[src/rtl/pwm_ramp_scheduler_if.sv]
// pwm_ramp_scheduler_if: ramp command handshake between requester and scheduler
interface pwm_ramp_scheduler_if #(
  parameter int PWM_WIDTH = 10
) ();
  logic                 cmd_valid;
  logic                 cmd_ready;
  logic [PWM_WIDTH-1:0] cmd_target;
  logic [PWM_WIDTH-1:0] cmd_step;
  modport master (output cmd_valid, cmd_target, cmd_step, input cmd_ready);
  modport slave (input cmd_valid, cmd_target, cmd_step, output cmd_ready);
endinterface

[src/rtl/pwm_ramp_scheduler.sv]
// pwm_ramp_scheduler: period sync generation and per-period duty ramping for pwm_generator
module pwm_ramp_scheduler #(
  parameter int PWM_WIDTH    = 10,
  parameter int TLSB_WIDTH   = 12,
  parameter int DEFAULT_TLSB = 2
) (
  input  logic                  clk,
  input  logic                  reset,
  input  logic                  enable,
  input  logic [TLSB_WIDTH-1:0] cfg_t_lsb,
  pwm_ramp_scheduler_if.slave   cmd,
  output logic                  sync_signal,
  output logic [PWM_WIDTH-1:0]  pwm_value,
  output logic [TLSB_WIDTH-1:0] t_lsb,
  output logic                  busy,
  output logic                  ramp_done
);
  localparam logic [1:0] OFF  = 2'd0;
  localparam logic [1:0] IDLE = 2'd1;
  localparam logic [1:0] RAMP = 2'd2;
  logic [1:0]            state;
  logic [TLSB_WIDTH-1:0] lsb_cnt, tl_eff;
  logic [PWM_WIDTH-1:0]  slot_cnt, target, step, diff, stepped;
  logic                  tick, period_end, up, arrive;
  always_comb begin
    tl_eff     = t_lsb == '0 ? TLSB_WIDTH'(1) : t_lsb;
    tick       = lsb_cnt == tl_eff - TLSB_WIDTH'(1);
    period_end = tick && &slot_cnt;
    up         = target > pwm_value;
    diff       = up ? target - pwm_value : pwm_value - target;
    arrive     = step == '0 || diff <= step;
    stepped    = up ? pwm_value + step : pwm_value - step;
  end
  // enable low wins over everything but reset; t_lsb is deliberately kept on entry to OFF
  always_ff @(posedge clk) begin
    if (reset) begin
      state         <= OFF;
      sync_signal   <= 1'b1;
      pwm_value     <= '0;
      t_lsb         <= TLSB_WIDTH'(DEFAULT_TLSB);
      cmd.cmd_ready <= 1'b0;
      busy          <= 1'b0;
      ramp_done     <= 1'b0;
      lsb_cnt       <= '0;
      slot_cnt      <= '0;
      target        <= '0;
      step          <= '0;
    end else if (!enable) begin
      state         <= OFF;
      sync_signal   <= 1'b1;
      pwm_value     <= '0;
      cmd.cmd_ready <= 1'b0;
      busy          <= 1'b0;
      ramp_done     <= 1'b0;
      lsb_cnt       <= '0;
      slot_cnt      <= '0;
    end else if (state == OFF) begin
      state         <= IDLE;
      sync_signal   <= 1'b0;
      cmd.cmd_ready <= 1'b1;
      ramp_done     <= 1'b0;
    end else begin
      sync_signal <= period_end;
      ramp_done   <= 1'b0;
      lsb_cnt     <= tick ? '0 : lsb_cnt + TLSB_WIDTH'(1);
      if (tick) slot_cnt <= slot_cnt + PWM_WIDTH'(1);
      if (period_end) t_lsb <= cfg_t_lsb;
      if (state == IDLE && cmd.cmd_valid && cmd.cmd_ready) begin
        target        <= cmd.cmd_target;
        step          <= cmd.cmd_step;
        cmd.cmd_ready <= 1'b0;
        busy          <= 1'b1;
        state         <= RAMP;
      end
      if (state == RAMP && period_end) begin
        pwm_value <= arrive ? target : stepped;
        if (arrive) begin
          ramp_done     <= 1'b1;
          busy          <= 1'b0;
          cmd.cmd_ready <= 1'b1;
          state         <= IDLE;
        end
      end
    end
  end
endmodule

[src/flat_wrapper.sv]
// flat-port wrapper written by rule: the top's interface ports become plain ports
module pwm_ramp_scheduler_flat 
#(
  parameter int PWM_WIDTH    = 10,
  parameter int TLSB_WIDTH   = 12,
  parameter int DEFAULT_TLSB = 2
)
  (clk, reset, enable, cfg_t_lsb, sync_signal, pwm_value, t_lsb, busy, ramp_done, cmd_cmd_valid, cmd_cmd_target, cmd_cmd_step, cmd_cmd_ready);
  pwm_ramp_scheduler_if #(.PWM_WIDTH(PWM_WIDTH)) cmd_i ();
  input  logic clk;
  input  logic reset;
  input  logic enable;
  input  logic [TLSB_WIDTH-1:0] cfg_t_lsb;
  output logic sync_signal;
  output logic [PWM_WIDTH-1:0] pwm_value;
  output logic [TLSB_WIDTH-1:0] t_lsb;
  output logic busy;
  output logic ramp_done;
  input wire logic [$bits(cmd_i.cmd_valid)-1:0] cmd_cmd_valid;
  input wire logic [$bits(cmd_i.cmd_target)-1:0] cmd_cmd_target;
  input wire logic [$bits(cmd_i.cmd_step)-1:0] cmd_cmd_step;
  output wire logic [$bits(cmd_i.cmd_ready)-1:0] cmd_cmd_ready;
  assign cmd_i.cmd_valid = cmd_cmd_valid;
  assign cmd_i.cmd_target = cmd_cmd_target;
  assign cmd_i.cmd_step = cmd_cmd_step;
  assign cmd_cmd_ready = cmd_i.cmd_ready;
  pwm_ramp_scheduler #(.PWM_WIDTH(PWM_WIDTH), .TLSB_WIDTH(TLSB_WIDTH), .DEFAULT_TLSB(DEFAULT_TLSB)) u_core (.clk(clk), .reset(reset), .enable(enable), .cfg_t_lsb(cfg_t_lsb), .cmd(cmd_i), .sync_signal(sync_signal), .pwm_value(pwm_value), .t_lsb(t_lsb), .busy(busy), .ramp_done(ramp_done));
endmodule
[config.mk]
export PLATFORM = sky130hd
export DESIGN_NAME = pwm_ramp_scheduler_flat
export DESIGN_NICKNAME = d
export VERILOG_FILES = /design/src/rtl/pwm_ramp_scheduler_if.sv /design/src/rtl/pwm_ramp_scheduler.sv /design/src/flat_wrapper.sv
export SDC_FILE = /design/constraint.sdc
export NUM_CORES = 1
export LEC_CHECK = 0
export ABC_AREA = 1
export BUFFER_PORTS_ARGS = -buffer_cell sky130_fd_sc_hd__buf_2
export CAP_MARGIN = 10
export CORE_UTILIZATION = 40
export CTS_CLUSTER_DIAMETER = 30
export CTS_CLUSTER_SIZE = 12
export DETAILED_ROUTE_END_ITERATION = 8
export GPL_TIMING_DRIVEN = 1
export PLACE_DENSITY = 0.66
export SLEW_MARGIN = 20
export SYNTH_ARGS = -nofsm -noshare
export SYNTH_HDL_FRONTEND = slang
export SYNTH_SLANG_ARGS = --single-unit
export TNS_END_PERCENT = 1
[constraint.sdc]
create_clock -name clk -period 5.4 [get_ports clk]
set_clock_uncertainty 0.1 [all_clocks]
set_input_delay 0 -clock clk [delete_from_list [all_inputs] [get_ports clk]]
set_output_delay 0 -clock clk [all_outputs]
set_load 0.005 [all_outputs]
==> impl_metrics.ini <==
[outcome]
outcome = finished clean

[sta]
finalHoldViolations = 0
min_period_over_period_pct = 86.72
slew_violations = 0
tightest_slew_ns = 1.074
max_freq_ghz = 0.2135
min_period_ns = 4.683
finalSetupTns_ns = 0
setup_violations = 0
rsz0062_at_grt = false
slew-limit-headroom_pct = 28.35
finalWorstSetupSlack_ns = 0.7171

[detailed_routing]
via_count = 5401
drt_wl_total_um = 14940
drt_pre_antenna_iters = 5
final_antenna_net_count = 0
wl_per_cell_um = 13.45
drt-initial-drc-count = 320
vias_per_cell = 4.866
drc = 0

[logic_synthesis]
synth-xor-area-share_pct = 7.568
synthCells = 840
synth_top_family_by_area = simple AND/OR/NAND/NOR gates
ys_types = 41
synth_mux_area_share_pct = 0.3681
synthAdderAreaFrac_pct = 10.77
synthSimpleGateAreaFrac_pct = 31.82
synth_compound_area_share_pct = 12.88
synth-seq-cells = 70
netlist_area_um2 = 5439
synth.net_count = 921
yosysWarningCount = 0
syn_avg_cell_area_um2 = 6.475
yosysSeqAreaShare_pct = 25.76

[pwr]
p_total_mw = 1.228
cellLeakagePower_nw = 3.389
vdd_drop_max_mv = 0.1510
power_density_nw_per_um2 = 187.7

[clocking]
cts_buffer_depth = 2
cts_tree = done
clk-insertion-delay-late_ns = 0.35
cts_made_buffers = 9
cts_root_buffer = clkbuf_16
cts.sinks = 70
ctsHtreeMaxLevel = 3
path_clk_slew_ns = 0.06

[final_layout]
nets = 1010
layout.cells.most_common = nand2_1
synthToLayoutAreaGrowth_pct = 20.24
drive_above_1_share_pct = 11.99
final_cell_mix = nand2_1, inv_1, nor2_1, dfxtp_1, buf_2
finalNonFillerCells = 1110
diodes = 0

[die]
fp-row-count = 42
core_um2 = 13240
die_w_um = 118.6
design.die.area_um2 = 14070
die_y_um = 118.6
initial_core_util_pct = 41.07
pin_count = 62

[worst_setup_path]
critPathRequiredTime_ns = 5.53
critPathCaptureType = flip-flop
crit_arrival_ns = 4.82
critPathKind = reg -> reg
cp-start-kind = flip-flop
crit_fanout = 20

[global_route]
grt_overflow = 0
grt.total_usage_pct = 21.63
grt_pass1_vias = 4899
grt_start_max_net_pins = 41
grt_pass1_wl_um = 24050
antenna_found_initial = 0

[hold_path]
min_path_type = in -> reg

[place]
port-buffer-count = 61
dpl.hpwl_um = 11290
routabilityCongestion = 0.9326
dp_slack_ns = 0.7555
place_inst = 1059

[run]
drv_cap = 0
-- Yosys cell counts, drive strengths merged --
library cell	number	share of area [%]
a221oi	2	0.32
a21o	1	0.14
xor2	37	6.0
a211oi	4	0.55
a31o	1	0.16
fa	3	1.1
nor3	9	0.92
clkbuf	12	0.83
nor4	1	0.12
ha	42	9.7
nor2	116	8.6
and2	1	0.12
a31oi	2	0.23
o21bai	7	0.97
o311ai	1	0.16
buf	8	0.83
mux2i	2	0.37
nand4	21	2.5
nand3	45	4.5
inv	133	9.2
or2	6	0.69
a21oi	53	4.9
and3	1	0.12
nand3b	3	0.41
o21ai	52	4.8
nand2	192	14
o211ai	5	0.69
xnor2	10	1.6
dfxtp	70	26
-- metal layers --
metal	GRT usage, %	vias to the layer above	routed length [µm]	share of wire (%)
met5	0	-	0	0
met4	5.142	0	140	0.94
met3	4.585	10	783	5.2
met2	32.16	109	6361	43
met1	31.47	2428	7649	51
li1	-	2854	-	-
-- final timing paths --
| check | start | to | slack [ns] | cells past startpoint |
|---|---|---|---|---|
| worst max register to register | u_core.pwm_value[1] | u_core.pwm_value[2] | 0.72 | 27 |
| worst min-delay path | cfg_t_lsb[6] | u_core.t_lsb[6] | 0.31 | 4 |
| worst max-delay path | u_core.pwm_value[1] | u_core.pwm_value[2] | 0.72 | 27 |
| worst min register to register | u_core.slot_cnt[9] | u_core.slot_cnt[9] | 0.37 | 2 |
-- state kept, by name, summed over array words and instances, names as in the netlist --
register              count
u_core.ramp_done          1
u_core.cmd.cmd_ready      1
u_core.state              2
u_core.lsb_cnt           12
u_core.t_lsb             12
u_core.pwm_value         10
u_core.busy               1
u_core.step              10
u_core.sync_signal        1
u_core.target            10
u_core.slot_cnt          10
-- timing repair --
item                      4_1_cts  5_1_grt
resized for setup               0        0
hold buffers                   35        0
setup buffers                   0        0
hold endpoints to repair       35        0
-- worst max-delay path: stages (launching register included) --
cell      delay [ns]
dfxtp_1         0.47
inv_1           0.15
fa_1            0.42
inv_1           0.07
o21ai_0         0.13
nand2_1         0.09
nand3_1         0.09
nand2_1         0.07
nand2_1         0.06
nand2_1         0.47
inv_1           0.29
nand2_1         0.11
nand2_1         0.08
nand3_1         0.07
nand2_1         0.06
xor2_1          0.14
inv_1           0.06
ha_1            0.26
nand2_1         0.05
nor2_1          0.12
nand4_1         0.11
o211ai_1        0.19
nand2_1         0.29
buf_4           0.28
nand2_1         0.05
o21ai_0         0.07
o21bai_1        0.15
nor2_1          0.07
-- logic make-up after synthesis --
family,after synthesis
buffers and inverters,153
adders and majority gates,45
xor gates and xnor gates,47
and+or+nand+nor,395
muxes,2
DFF,70
AOI/OAI and AO/OA,128
-- final cells by class --
| class | instances | area [µm²] |
|---|---|---|
| flip-flops and latches | 70 | 1401 |
| clock buffers | 11 | 242.7 |
| well taps | 176 | 220.2 |
| multi-input cells | 617 | 3448 |
| repair buffers | 98 | 670.6 |
| clock inverters | 5 | 57.56 |
| fillers | 1340 | 6703 |
| inverters | 133 | 499.2 |
-- report_power, final --
| part | internal, mW | total [mW] | switching [mW] |
|---|---|---|---|
| Clock | 0.371 | 0.608 | 0.237 |
| Combinational | 0.0476 | 0.0988 | 0.0513 |
| Sequential | 0.519 | 0.521 | 0.00185 |
| Total | 0.937 | 1.23 | 0.290 |
-- stage by stage --
stage	utilization (%)	hold WS, ns	area (µm²)
floorplan	-	0.03491	5439
global placement	44.47	0.1233	5889
detailed placement	44.47	0.1293	5889
CTS	49.39	0.2967	6540
global route	49.39	0.3391	6540
finish	49.39	0.3137	6540
No activity file was read; power rests on OpenSTA's default activity.
